===== src/rtl/instr_fetch.sv =====
// Instruction fetch stage: owns the PC, reads 16-bit words from a 1-cycle synchronous
// instruction memory and holds each one until the core retires it. Optional FETCH_HALT_EN stops on a 0000 word.
module instr_fetch #(
  parameter int                    ADDR_WIDTH = 16,
  parameter logic [ADDR_WIDTH-1:0] RESET_PC   = '0
) (
  input  logic                  clk,
  input  logic                  rst,
  output logic                  imem_en,
  output logic [ADDR_WIDTH-1:0] imem_addr,
  input  logic [15:0]           imem_rdata,
  output logic [15:0]           instruction,
  output logic                  instr_valid,
  input  logic                  instr_done,
  input  logic                  redirect,
  input  logic [ADDR_WIDTH-1:0] redirect_pc,
  output logic [ADDR_WIDTH-1:0] pc,
  output logic                  halted
);

`ifdef FETCH_HALT_EN
  typedef enum logic [2:0] {S_IDLE, S_FETCH, S_WAIT, S_HOLD, S_HALT} state_t;
`else
  typedef enum logic [2:0] {S_IDLE, S_FETCH, S_WAIT, S_HOLD} state_t;
`endif

  localparam logic [ADDR_WIDTH-1:0] PC_STEP = {{(ADDR_WIDTH-1){1'b0}}, 1'b1};

  state_t state;

  // Memory request is a pure decode of state; the address always tracks the PC.
  assign imem_en   = (state == S_FETCH);
  assign imem_addr = pc;

`ifdef FETCH_HALT_EN
  logic halted_q;
  assign halted = halted_q;
`else
  assign halted = 1'b0;
`endif

  always_ff @(posedge clk or posedge rst) begin
    if (rst) begin
      state       <= S_IDLE;
      pc          <= RESET_PC;
      instruction <= 16'h0000;
      instr_valid <= 1'b0;
`ifdef FETCH_HALT_EN
      halted_q    <= 1'b0;
`endif
    end else begin
      case (state)
        S_IDLE:  state <= S_FETCH;
        S_FETCH: state <= S_WAIT;
        S_WAIT: begin
          instruction <= imem_rdata;
`ifdef FETCH_HALT_EN
          // End-of-file word: park without issuing, PC stays on the 0000 word.
          if (imem_rdata == 16'h0000) begin
            halted_q <= 1'b1;
            state    <= S_HALT;
          end else begin
            instr_valid <= 1'b1;
            state       <= S_HOLD;
          end
`else
          instr_valid <= 1'b1;
          state       <= S_HOLD;
`endif
        end
        S_HOLD: begin
          if (instr_done) begin
            instr_valid <= 1'b0;
            pc          <= redirect ? redirect_pc : pc + PC_STEP;
            state       <= S_FETCH;
          end
        end
`ifdef FETCH_HALT_EN
        S_HALT:  state <= S_HALT;
`endif
        default: state <= S_IDLE;
      endcase
    end
  end

endmodule


===== config.mk =====
export PLATFORM = sky130hd
export DESIGN_NAME = instr_fetch
export DESIGN_NICKNAME = d
export VERILOG_FILES = /design/src/rtl/instr_fetch.sv
export SDC_FILE = /design/constraint.sdc
export NUM_CORES = 1
export LEC_CHECK = 0
export BUFFER_PORTS_ARGS = -buffer_cell sky130_fd_sc_hd__buf_2
export CAP_MARGIN = 20
export CORE_MARGIN = 2
export CORE_UTILIZATION = 47
export DETAILED_ROUTE_END_ITERATION = 6
export GPL_TIMING_DRIVEN = 0
export PLACE_DENSITY_LB_ADDON = 0.2
export SLEW_MARGIN = 15
export SYNTH_ARGS = -nofsm -noshare
export SYNTH_HDL_FRONTEND = slang
export SYNTH_SLANG_ARGS = --single-unit

===== constraint.sdc =====
create_clock -name clk -period 1.71 [get_ports clk]
set_input_delay 0.0855 -clock clk [delete_from_list [all_inputs] [get_ports clk]]
set_output_delay 0.0855 -clock clk [all_outputs]
set_load 0.01 [all_outputs]

==> results of run 1 <==
[what timing repair did]
item                                    in CTS  in global routing
hold buffers                                 1                  0
pin swaps                                    0                  1
endpoints found under the hold margin       35                  0
buffers inserted                             0                  1
endpoints found under the setup margin      12                 11
gates resized for setup                      4                  3
[flip-flops by register name, indices dropped and copies added, names as in the netlist]
signal / cells
instr_valid: 1
state: 2
imem_addr: 16
instruction: 16
[power by group through the flow]
stage	clock [W]	combinational, W	sequential, W
after global routing	0.000931	0.00245	0.00181
after global placement	0	0.00216	0.00170
after floorplan	0	0.00125	0.00184
after detailed placement	0	0.00221	0.00171
after CTS	0.000902	0.00222	0.00171
final	0.000892	0.00223	0.00172
[routing by layer]
layer / vias up / global-route usage, %
met1: 835 / 25.68
met4: 0 / 9.368
li1: 867 / -
met2: 90 / 31.41
met3: 5 / 6.433
met5: - / 0
[final timing paths]
kind	start	endpoint	slack, ns	depth (start not counted)
worst max register to register	imem_addr[0]$_DFFE_PP0P_	imem_addr[12]$_DFFE_PP0P_	0.1	5
max in group asynchronous	rst	imem_addr[0]$_DFFE_PP0P_	0.73	3
min in group asynchronous	rst	instruction[9]$_DFFE_PP0P_	0.46	3
worst max-delay path	imem_addr[0]$_DFFE_PP0P_	imem_addr[12]$_DFFE_PP0P_	0.1	5
worst min register to register	instruction[11]$_DFFE_PP0P_	instruction[11]$_DFFE_PP0P_	0.51	1
worst min-delay path	imem_rdata[8]	instruction[8]$_DFFE_PP0P_	0.02	2
[cells by family after synthesis]
kind of cell    after synthesis  share of synthesized area (%)
compound gates               45                          14.21
flops                        35                          44.03
other cells                   1                         0.1885
buf+inv                      33                          11.13
mux                          18                          10.06
fa+ha+maj                     5                          3.145
simple gates                 56                          17.23
[layout make-up]
class | instances | area [sq um] | share of cell area (%)
multi-input cells | 125 | 913.4 | 34.55
flip-flops and latches | 35 | 878.3 | 33.22
repair buffers | 86 | 437.9 | 16.56
plain buffers | 25 | 192.7 | 7.288
clock buffers | 6 | 72.57 | 2.745
well taps | 50 | 62.56 | 2.366
clock inverters | 2 | 60.06 | 2.272
inverters | 7 | 26.28 | 0.9938
[cell usage after synthesis (2+ instances only)]
master / number
ha_1: 5
mux2_2: 16
nor3_1: 5
buf_2: 3
mux2i_1: 2
o211ai_1: 4
nand2_1: 8
nor2_1: 13
inv_1: 7
o21ai_0: 11
a31oi_1: 5
nand3_1: 6
o22a_1: 2
nand4_1: 3
clkbuf_8: 3
and3_1: 4
or3_1: 3
o22ai_1: 2
a21oi_1: 12
nor3b_1: 3
dfrtp_1: 35
buf_4: 17
clkbuf_1: 3
[metrics by stage]
step	cell area, sq um	TNS (ns)	setup WS, ns	instances	hold slack [ns]
finish	2644	0	0.09968	336	0.02448
global route	2644	0	0.008851	336	0.02369
CTS	2624	0	0.03331	335	0.01889
detailed placement	2472	-0.5771	-0.07022	327	0.2586
global placement	2472	-0.4427	-0.05355	327	0.3164
floorplan	1989	0	0.1311	193	0.1941
[worst reg2reg max path, stage by stage (launching register included)]
cell      delay, ns
dfrtp_2        0.45
ha_1           0.24
nand3_1        0.24
o41ai_2        0.38
o211ai_1       0.13
nor2_1         0.11
==> results by group, run 1 <==
Worst setup path
  – CP Capture Type: flop
  – Critical-path cell list: ha_1, nand3_1, o41ai_2, o211ai_1, nor2_1
  – Critical path class: reg -> reg
  – CP Max Fanout: 7
  – Setup crit start kind: flop
  – CP max stage delay: 0.45 ns
  – Buffers and inverters on the worst path: 0
  – WP data arrival: 1.83 ns
  – Slowest-stage cell, CP: dfrtp_2
  – Delay-heaviest family, CP: compound AO/OA/AOI/OAI gates
  – WP data required: 1.93 ns

Timing
  – Fin crit period: 1.610 ns
  – Slew margin rel.: 51.14%
  – Fin. max-slew vios: 0
  – RSZ-0062 raised after global routing: no
  – Clock Skews: 0.003132 ns
  – Hold Fails Final Rpt: 0
  – Worst Tran Pin Value: 0.7318 ns
  – Count of final setup violators: 0
  – Fin crit share: 94.17%
  – FMAX: 621.0 MHz

Run
  – Number of max-cap violations: 0

Clock tree
  – CTS max path bufs: 2
  – TritonCTS clock tree: yes
  – Worst-path clk slew: 0.07 ns
  – Htree depth: 2
  – CTS sink count: 35
  – Root buf cell: clkbuf_8
  – Inserted Clock Buffers: 5
  – Clock network latency to the later pin of the worst-skew pair: 0.29 ns

Global route
  – Vias in the first global route: 1759
  – Gr usage total: 20.24%
  – First-pass GRT wire length: 7.935 mm
  – Largest net degree at the start of global routing: 36
  – Initial antenna violation count: 0
  – Grt ovf: 0

Floorplanning
  – Ports: 87
  – Chip height: 69.06 microns
  – Die width: 69.06 microns
  – Die ar.: 4769 sq um
  – Row cnt: 23
  – Core area: 4029 sq um
  – Initial cell density of the core: 49.38%

Drt
  – Via count: 1797
  – Initial drt markers: 170
  – Final wirelength: 4.692 mm
  – Wirelength per Cell: 13.96 microns
  – DR DRC count: 0
  – Metal3 WL: 455 microns
  – Top layer used by detailed routing: met4
  – Routed vias/inst: 5.348
  – Final ANT Viol Nets: 0
  – Detailed Routing Iterations Pass 1: 5
  – Metal2 WL: 2.185 mm
  – Wl on met1: 1.992 mm

Synthesis
  – Mapped Area: 1989 sq um
  – Synth cell types: 44
  – Post-synthesis cell count: 193
  – Async SR Flop Fraction: 100.0%
  – Synth Area per Inst: 10.31 sq um
  – Post-synth top area share: 44.03%
  – Synth Flop Type: dfrtp_1
  – Post-synth EDFFs: 0
  – Synth Register Bits: 35
  – Syn_nets: 234
  – Register area share after synthesis: 44.03%
  – Yosys warning count: 0
  – Top cells by area, synth: dfrtp_1 44%, mux2_2 9.1%, buf_4 6.4%, ha_1 3.1%, a21oi_1 3.0%
  – Yosys top cell by area: dfrtp_1

Layout
  – Final Util: 65.62%
  – Commonest non-fill, non-tap cell in the layout: buf_2
  – Synth-to-layout area growth: 32.89%
  – Most frequent cells in the layout: 87 x buf_2, 33 x dfrtp_1, 18 x buf_4, 16 x mux2_2, 13 x nor2_1
  – Share of cells above drive strength 1: 50.70%
  – Filler cells: 336
  – Nets: 326
  – N_diodes: 0

Placement
  – GP Congestion: 0.8820
  – PortBufs: 84
  – HPWL after DPL: 3.322 mm

Power and ir drop
  – Worst vdd ir: 0.9193 mV
  – Int Power: 0.003008 W
  – Combinational power share: 46.1%
  – Net Sw Power: 0.001833 W
  – Total power: 0.004841 W
  – Switching share of total power: 37.87%
  – Leak pwr: 1.285 nW
  – Pwr dens: 1831 nW/um^2
  – Clock network power share: 18.4%
  – Reg power frac: 35.5%

Status
  – Status: completed

Min path
  – Hold crit path type: in -> reg
Note: power is estimated with default switching activity, not from simulation.
==> run 2, diff against run 1 <==
--- a/config.mk
+++ b/config.mk
@@ -7,8 +7,8 @@
 export LEC_CHECK = 0
 export BUFFER_PORTS_ARGS = -buffer_cell sky130_fd_sc_hd__buf_2
 export CAP_MARGIN = 20
-export CORE_MARGIN = 2
-export CORE_UTILIZATION = 47
+export CORE_MARGIN = 3
+export CORE_UTILIZATION = 49
 export DETAILED_ROUTE_END_ITERATION = 6
 export GPL_TIMING_DRIVEN = 0
 export PLACE_DENSITY_LB_ADDON = 0.2
==> constraint.sdc (replaced) <==
create_clock -name clk -period 1.9 [get_ports clk]
set_input_delay 0.095 -clock clk [delete_from_list [all_inputs] [get_ports clk]]
set_output_delay 0.095 -clock clk [all_outputs]
set_load 0.01 [all_outputs]
==> run 2 against run 1 <==
Sequential share of layout area grew 0.53 points. Via count is 1.4% lower. Sequential cell count stayed put. Highest routed layer unchanged. Register-to-register slack improved by 0.04 ns. Largest cell class unchanged. First-iteration DRC count fell by 2.9%. Critical path depth rose by 1. Maximum frequency decreased by 8.4%. Clock power is 22% lower. Worst hold slack better by 0.012 ns. Combinational power fell by 11%. Critical endpoint is now imem_addr[13]$_DFFE_PP0P_. Count of clock-buffer cells in the layout did not move.
==> results by group, run 2 (synthesized netlist as in run 1, its figures left out) <==
Power and ir drop
  – Combinational power share: 46.8% (+0.7 points)
  – Int Power: 0.002584 W (-14%)
  – Worst vdd ir: 0.9097 mV (-1.0%)
  – Leak pwr: 1.271 nW (-1.1%)
  – Clock network power share: 16.4% (-2.0 points)
  – Reg power frac: 36.8% (+1.3 points)
  – Pwr dens: 1624 nW/um^2 (-11%)
  – Net Sw Power: 0.001637 W (-11%)
  – Switching share of total power: 38.77% (+0.90 points)

Drt
  – Routed vias/inst: 5.334 (-0.26%)
  – Final ANT Viol Nets: 0 (unchanged)
  – Wirelength per Cell: 14.22 microns (+1.8%)
  – Via count: 1771 (-1.4%)
  – Initial drt markers: 165 (-2.9%)
  – Detailed Routing Iterations Pass 1: 4 (-1)
  – DR DRC count: 0 (unchanged)
  – Final wirelength: 4.721 mm (+0.62%)

Timing
  – Worst setup margin: 0.1429 ns (+0.04326 ns)
  – Hold slack: 0.03641 ns (+0.01192 ns)
  – Hold Fails Final Rpt: 0 (unchanged)
  – Slew margin rel.: 51.58% (+0.44 points)
  – Fin crit share: 92.48% (-1.7 points)
  – Worst Tran Pin Value: 0.7252 ns (-0.006584 ns)
  – Count of final setup violators: 0 (unchanged)
  – FMAX: 569.1 MHz (-8.4%)
  – Total negative slack: 0 ns (unchanged)
  – Fin crit period: 1.757 ns (+0.1467 ns)
  – Fin. max-slew vios: 0 (unchanged)
  – RSZ-0062 raised after global routing: no
  – Clock Skews: 0.002634 ns (-0.0004982 ns)

Global route
  – Grt peak-use layer: met2
  – Met3 GRT Util: 5.797% (-0.64 points)
  – Largest net degree at the start of global routing: 36 (unchanged)
  – First-pass GRT wire length: 7.962 mm (+0.34%)
  – Vias in the first global route: 1739 (-1.1%)
  – Met1 usage: 26.27% (+0.59 points)
  – Grt ovf: 0 (unchanged)
  – Met2 global-route usage: 32.20% (+0.79 points)
  – Initial antenna violation count: 0 (unchanged)
  – Gr usage total: 20.12% (-0.11 points)

Clock tree
  – CTS max path bufs: 2 (unchanged)
  – TritonCTS clock tree: yes
  – Inserted Clock Buffers: 5 (unchanged)
  – Clock network latency to the later pin of the worst-skew pair: 0.29 ns (about the same)
  – Worst-path clk slew: 0.07 ns (about the same)
  – Root buf cell: clkbuf_8
  – Htree depth: 2 (unchanged)
  – CTS sink count: 35 (unchanged)

Worst setup path
  – WP data required: 2.11 ns (+0.18 ns)
  – CP Max Fanout: 19 (+12)
  – Setup crit start kind: flop
  – Critical path class: reg -> reg
  – CP Capture Type: flop
  – Cell depth of the worst flop-to-flop path: 6 (+1)
  – WP data arrival: 1.97 ns (+0.14 ns)

Floorplanning
  – Row cnt: 22 (-4.3%)
  – Initial cell density of the core: 52.37% (+3.0 points)
  – Chip height: 69.72 microns (+0.96%)
  – Ports: 87 (unchanged)
  – Die ar.: 4861 sq um (+1.9%)
  – Core area: 3799 sq um (-5.7%)
  – Die width: 69.72 microns (+0.96%)

Layout
  – Final cell count without fillers: 332 (-1.2%)
  – Most frequent cells in the layout: 87 x buf_2, 34 x dfrtp_1, 17 x buf_4, 16 x mux2_2, 13 x nor2_1
  – N_diodes: 0 (unchanged)
  – Cell area after layout: 2599 sq um (-1.7%)
  – Synth-to-layout area growth: 30.63%
  – Filler cells: 334 (-0.60%)
  – Commonest non-fill, non-tap cell in the layout: buf_2
  – Nets: 324 (-0.61%)
  – FF/Latch Area: 877.1 sq um (-0.14%)
  – Share of cells above drive strength 1: 49.65% (-1.1 points)
  – Multi-input logic area: 899.6 sq um (-1.5%)

Run
  – Number of max-cap violations: 0 (unchanged)

Min path
  – Hold path depth: 2 (unchanged)
  – Hold crit path type: in -> reg

Placement
  – Setup slack after placement: 0.1157 ns (+0.1860 ns)
  – GP Congestion: 0.8709 (-1.3%)
  – HPWL after DPL: 3.527 mm (+6.2%)
  – Placed insts: 325 (-0.61%)
  – Post-Place Cell Area: 2470 sq um (-0.10%)
  – PortBufs: 84 (unchanged)

Status
  – Status: completed
## run 2: what timing repair did
action                                  in CTS  in global routing
hold endpoints to repair                    35                  0
hold buffers                                 1                  0
gates resized for setup                      0                  2
endpoints found under the setup margin       0                  7
buffers inserted                             0                  0
## run 2: critical path, cell delays in order (launching register included)
cell      delay (ns)
dfrtp_1         0.43
ha_1            0.25
nand2_1         0.14
clkbuf_8        0.22
nor4_2          0.40
nand2_1         0.08
o211ai_1        0.16
## run 2: through the flow
stage / utilization (%) / power, W
floorplan: - / 0.002782
global placement: 65.02 / 0.003491
detailed placement: 65.02 / 0.003560
CTS: 68.38 / 0.004270
global route: 68.41 / 0.004540
finish: 68.41 / 0.004221
## run 2: cell type report
class                           instances  share of cell area, %
Multi-Input combinational cell        125                  34.62
Sequential cell                        35                  33.75
Clock buffer                            6                  3.178
Clock inverter                          2                  1.348
Tap cell                               48                  2.311
Buffer                                 24                  7.222
Timing Repair Buffer                   85                  16.56
Inverter                                7                  1.011
## run 2: worst paths after layout
kind                                                     to  slack, ns                  startpoint
worst min register to register   instruction[5]$_DFFE_PP0P_       0.50  instruction[5]$_DFFE_PP0P_
worst max register to register    imem_addr[13]$_DFFE_PP0P_       0.14        state[0]$_DFFE_PP0P_
max in group asynchronous          imem_addr[0]$_DFFE_PP0P_       0.93                         rst
worst max-delay path              imem_addr[13]$_DFFE_PP0P_       0.14        state[0]$_DFFE_PP0P_
worst min-delay path            instruction[13]$_DFFE_PP0P_       0.04              imem_rdata[13]
min in group asynchronous        instruction[0]$_DFFE_PP0P_       0.47                         rst
## run 2: layer usage
metal	wire length, microns	up-vias
met5	0	-
li1	-	867
met4	59	0
met2	2252	65
met1	2050	832
met3	359	7
## run 2: power by group through the flow
stage	sequential (W)	clock [W]	combinational (W)
finish	0.00155	0.000693	0.00198
global route	0.00163	0.000730	0.00218
CTS	0.00155	0.000711	0.00201
detailed placement	0.00156	0	0.00200
global placement	0.00154	0	0.00195
floorplan	0.00166	0	0.00112
==> run 3, diff against run 2 <==
--- a/config.mk
+++ b/config.mk
@@ -12,6 +12,7 @@
 export DETAILED_ROUTE_END_ITERATION = 6
 export GPL_TIMING_DRIVEN = 0
 export PLACE_DENSITY_LB_ADDON = 0.2
+export RECOVER_POWER = 100
 export SLEW_MARGIN = 15
 export SYNTH_ARGS = -nofsm -noshare
 export SYNTH_HDL_FRONTEND = slang
==> run 3 against run 2 <==
Power fell by 2.9%. Setup slack got worse by 0.014 ns. Clock power barely moved. Register-to-register slack barely moved. Clock skew barely moved. Global-route usage did not move. Combinational power fell by 7%. Sequential power barely moved. Maximum frequency fell by 0.77%. Die area did not move.
==> results by group, run 3 (synthesized netlist as in run 1, its figures left out) <==
Worst setup path
  – Cell depth of the worst flop-to-flop path: 6 (unchanged)
  – Reg-to-reg slack, setup: 0.13 ns (about the same)
  – CP Capture Type: flop
  – Worst reg2reg endpoint: imem_addr[13]$_DFFE_PP0P_
  – CP Max Fanout: 19 (unchanged)
  – CP max stage delay: 0.42 ns (about the same)
  – Critical path class: reg -> reg
  – WP data arrival: 1.98 ns (about the same)
  – Critical-path cell list: ha_1, nand2_1, clkbuf_8, nor4_2, nand2_1, o211ai_1
  – Slowest-stage cell, CP: dfrtp_1
  – Cell mode on critical path: nand2_1
  – WP data required: 2.11 ns (about the same)
  – RR Startpoint: state[0]$_DFFE_PP0P_
  – Setup crit start kind: flop

Timing
  – Hold Fails Final Rpt: 0 (unchanged)
  – Clock Skews: 0.002377 ns (-0.0002565 ns)
  – FMAX: 564.7 MHz (-0.77%)
  – Worst Tran Pin Value: 1.297 ns (+0.5719 ns)
  – Fin crit share: 93.20% (+0.72 points)
  – Slew margin rel.: 13.43% (-38 points)
  – Worst setup margin: 0.1292 ns (-0.01369 ns)
  – Total negative slack: 0 ns (unchanged)
  – Count of final setup violators: 0 (unchanged)
  – RSZ-0062 raised after global routing: no
  – Fin crit period: 1.771 ns (+0.01369 ns)
  – Fin. max-slew vios: 0 (unchanged)

Drt
  – Wirelength per Cell: 14.17 microns (-0.36%)
  – Routed vias/inst: 5.389 (+1.0%)
  – DR DRC count: 0 (unchanged)
  – Via count: 1789 (+1.0%)
  – Detailed Routing Iterations Pass 1: 4 (unchanged)
  – Initial drt markers: 151 (-8.5%)
  – Final ANT Viol Nets: 0 (unchanged)
  – Final wirelength: 4.704 mm (-0.36%)

Placement
  – GP Congestion: 0.8709 (unchanged)
  – PortBufs: 84 (unchanged)
  – Setup slack after placement: 0.1157 ns (unchanged)
  – HPWL after DPL: 3.527 mm (unchanged)

Global route
  – Gr usage total: 20.12% (unchanged)
  – Initial antenna violation count: 0 (unchanged)
  – Grt ovf: 0 (unchanged)
  – Largest net degree at the start of global routing: 36 (unchanged)
  – First-pass GRT wire length: 7.962 mm (unchanged)
  – Vias in the first global route: 1739 (unchanged)

Power and ir drop
  – Pwr dens: 1613 nW/um^2 (-0.68%)
  – Reg power frac: 37.9% (+1.1 points)
  – Switching share of total power: 39.73% (+0.95 points)
  – Worst vdd ir: 0.9028 mV (-0.76%)
  – Combinational power share: 45.2% (-1.6 points)
  – Leak pwr: 1.169 nW (-8.0%)
  – Int Power: 0.002471 W (-4.4%)
  – Net Sw Power: 0.001629 W (-0.49%)
  – Clock network power share: 16.8% (+0.4 points)

Status
  – Status: completed

Layout
  – Commonest non-fill, non-tap cell in the layout: buf_2
  – Filler cells: 358 (+7.2%)
  – Synth-to-layout area growth: 27.74%
  – Share of cells above drive strength 1: 36.97% (-13 points)
  – N_diodes: 0 (unchanged)
  – Multi-input logic area: 883.3 sq um (-1.8%)
  – FF/Latch Area: 877.1 sq um (unchanged)
  – Most frequent cells in the layout: 54 x buf_2, 34 x dfrtp_1, 33 x clkbuf_1, 16 x mux2_2, 16 x clkbuf_4
  – Nets: 324 (unchanged)

Clock tree
  – Worst-path clk slew: 0.07 ns (about the same)
  – TritonCTS clock tree: yes
  – CTS max path bufs: 2 (unchanged)
  – Clock network latency to the later pin of the worst-skew pair: 0.29 ns (about the same)
  – Setup bufs post-CTS: 0 (unchanged)
  – Root buf cell: clkbuf_8
  – Inserted Clock Buffers: 5 (unchanged)
  – CTS sink count: 35 (unchanged)
  – Htree depth: 2 (unchanged)

Floorplanning
  – Die width: 69.72 microns (unchanged)
  – Ports: 87 (unchanged)
  – Initial cell density of the core: 52.37% (unchanged)
  – Chip height: 69.72 microns (unchanged)
  – Core area: 3799 sq um (unchanged)
  – Die ar.: 4861 sq um (unchanged)
  – Row cnt: 22 (unchanged)

Min path
  – Hold crit path type: in -> reg
  – Hold_sp: imem_rdata[13]
  – Hold Path End: instruction[13]$_DFFE_PP0P_
  – Hold path depth: 2 (unchanged)

Run
  – Number of max-cap violations: 0 (unchanged)
## run 3: worst max-delay path by stage
stage,slack [ns],to,cells past startpoint,start
after global routing,0.004,imem_addr[12]$_DFFE_PP0P_,5,imem_addr[1]$_DFFE_PP0P_
final,0.13,imem_addr[13]$_DFFE_PP0P_,6,state[0]$_DFFE_PP0P_
after detailed placement,0.12,instruction[7]$_DFFE_PP0P_,5,state[0]$_DFFE_PP0P_
after floorplan,0.32,instruction[0]$_DFFE_PP0P_,5,state[0]$_DFFE_PP0P_
after global placement,0.14,instruction[7]$_DFFE_PP0P_,5,state[0]$_DFFE_PP0P_
after CTS,0.08,instruction[7]$_DFFE_PP0P_,5,state[0]$_DFFE_PP0P_
## run 3: cell type report
class | count | share of cell area, %
Clock buffer | 6 | 3.250
Inverter | 7 | 1.034
Multi-Input combinational cell | 125 | 34.76
Timing Repair Buffer | 85 | 15.36
Sequential cell | 35 | 34.51
Clock inverter | 2 | 1.379
Tap cell | 48 | 2.363
Buffer | 24 | 7.336
## run 3: routing by layer
layer	wire (microns)	global-route usage, %	vias up	part of all wire (%)
met2	2262	32.20	69	48
met1	1965	26.27	847	42
met4	59	6.596	0	1.3
li1	-	-	866	-
met5	0	0	-	0
met3	416	5.797	7	8.8
## run 3: metrics by stage
| step | cells | total power (W) | utilization, % | instance area, sq um | hold slack (ns) |
|---|---|---|---|---|---|
| global placement | 325 | 0.003491 | 65.02 | 2470 | 0.3263 |
| detailed placement | 325 | 0.003560 | 65.02 | 2470 | 0.2666 |
| floorplan | 193 | 0.002782 | - | 1989 | 0.2036 |
| finish | 332 | 0.004100 | 66.90 | 2541 | 0.03589 |
| global route | 332 | 0.004421 | 66.90 | 2541 | 0.03457 |
| CTS | 334 | 0.004270 | 68.38 | 2597 | 0.02727 |
## run 3: critical path: cells and delay by family, from the launching register on
kind | cells | cell delay (ns)
AOI/OAI and AO/OA | 1 | 0.16
adders and majority gates | 1 | 0.25
buffers and inverters | 1 | 0.22
DFF | 1 | 0.42
and+or+nand+nor | 3 | 0.63
## run 3: power groups by stage
stage / clock network [W] / registers (W) / logic (W)
after global placement: 0 / 0.00154 / 0.00195
after floorplan: 0 / 0.00166 / 0.00112
final: 0.000690 / 0.00155 / 0.00185
after global routing: 0.000730 / 0.00163 / 0.00206
after detailed placement: 0 / 0.00156 / 0.00200
after CTS: 0.000711 / 0.00155 / 0.00201
## run 3: timing repair
action / CTS / global route
hold buffers: 1 / 0
resized for setup: 0 / 2
hold endpoints to repair: 35 / 0
endpoints found under the setup margin: 0 / 7
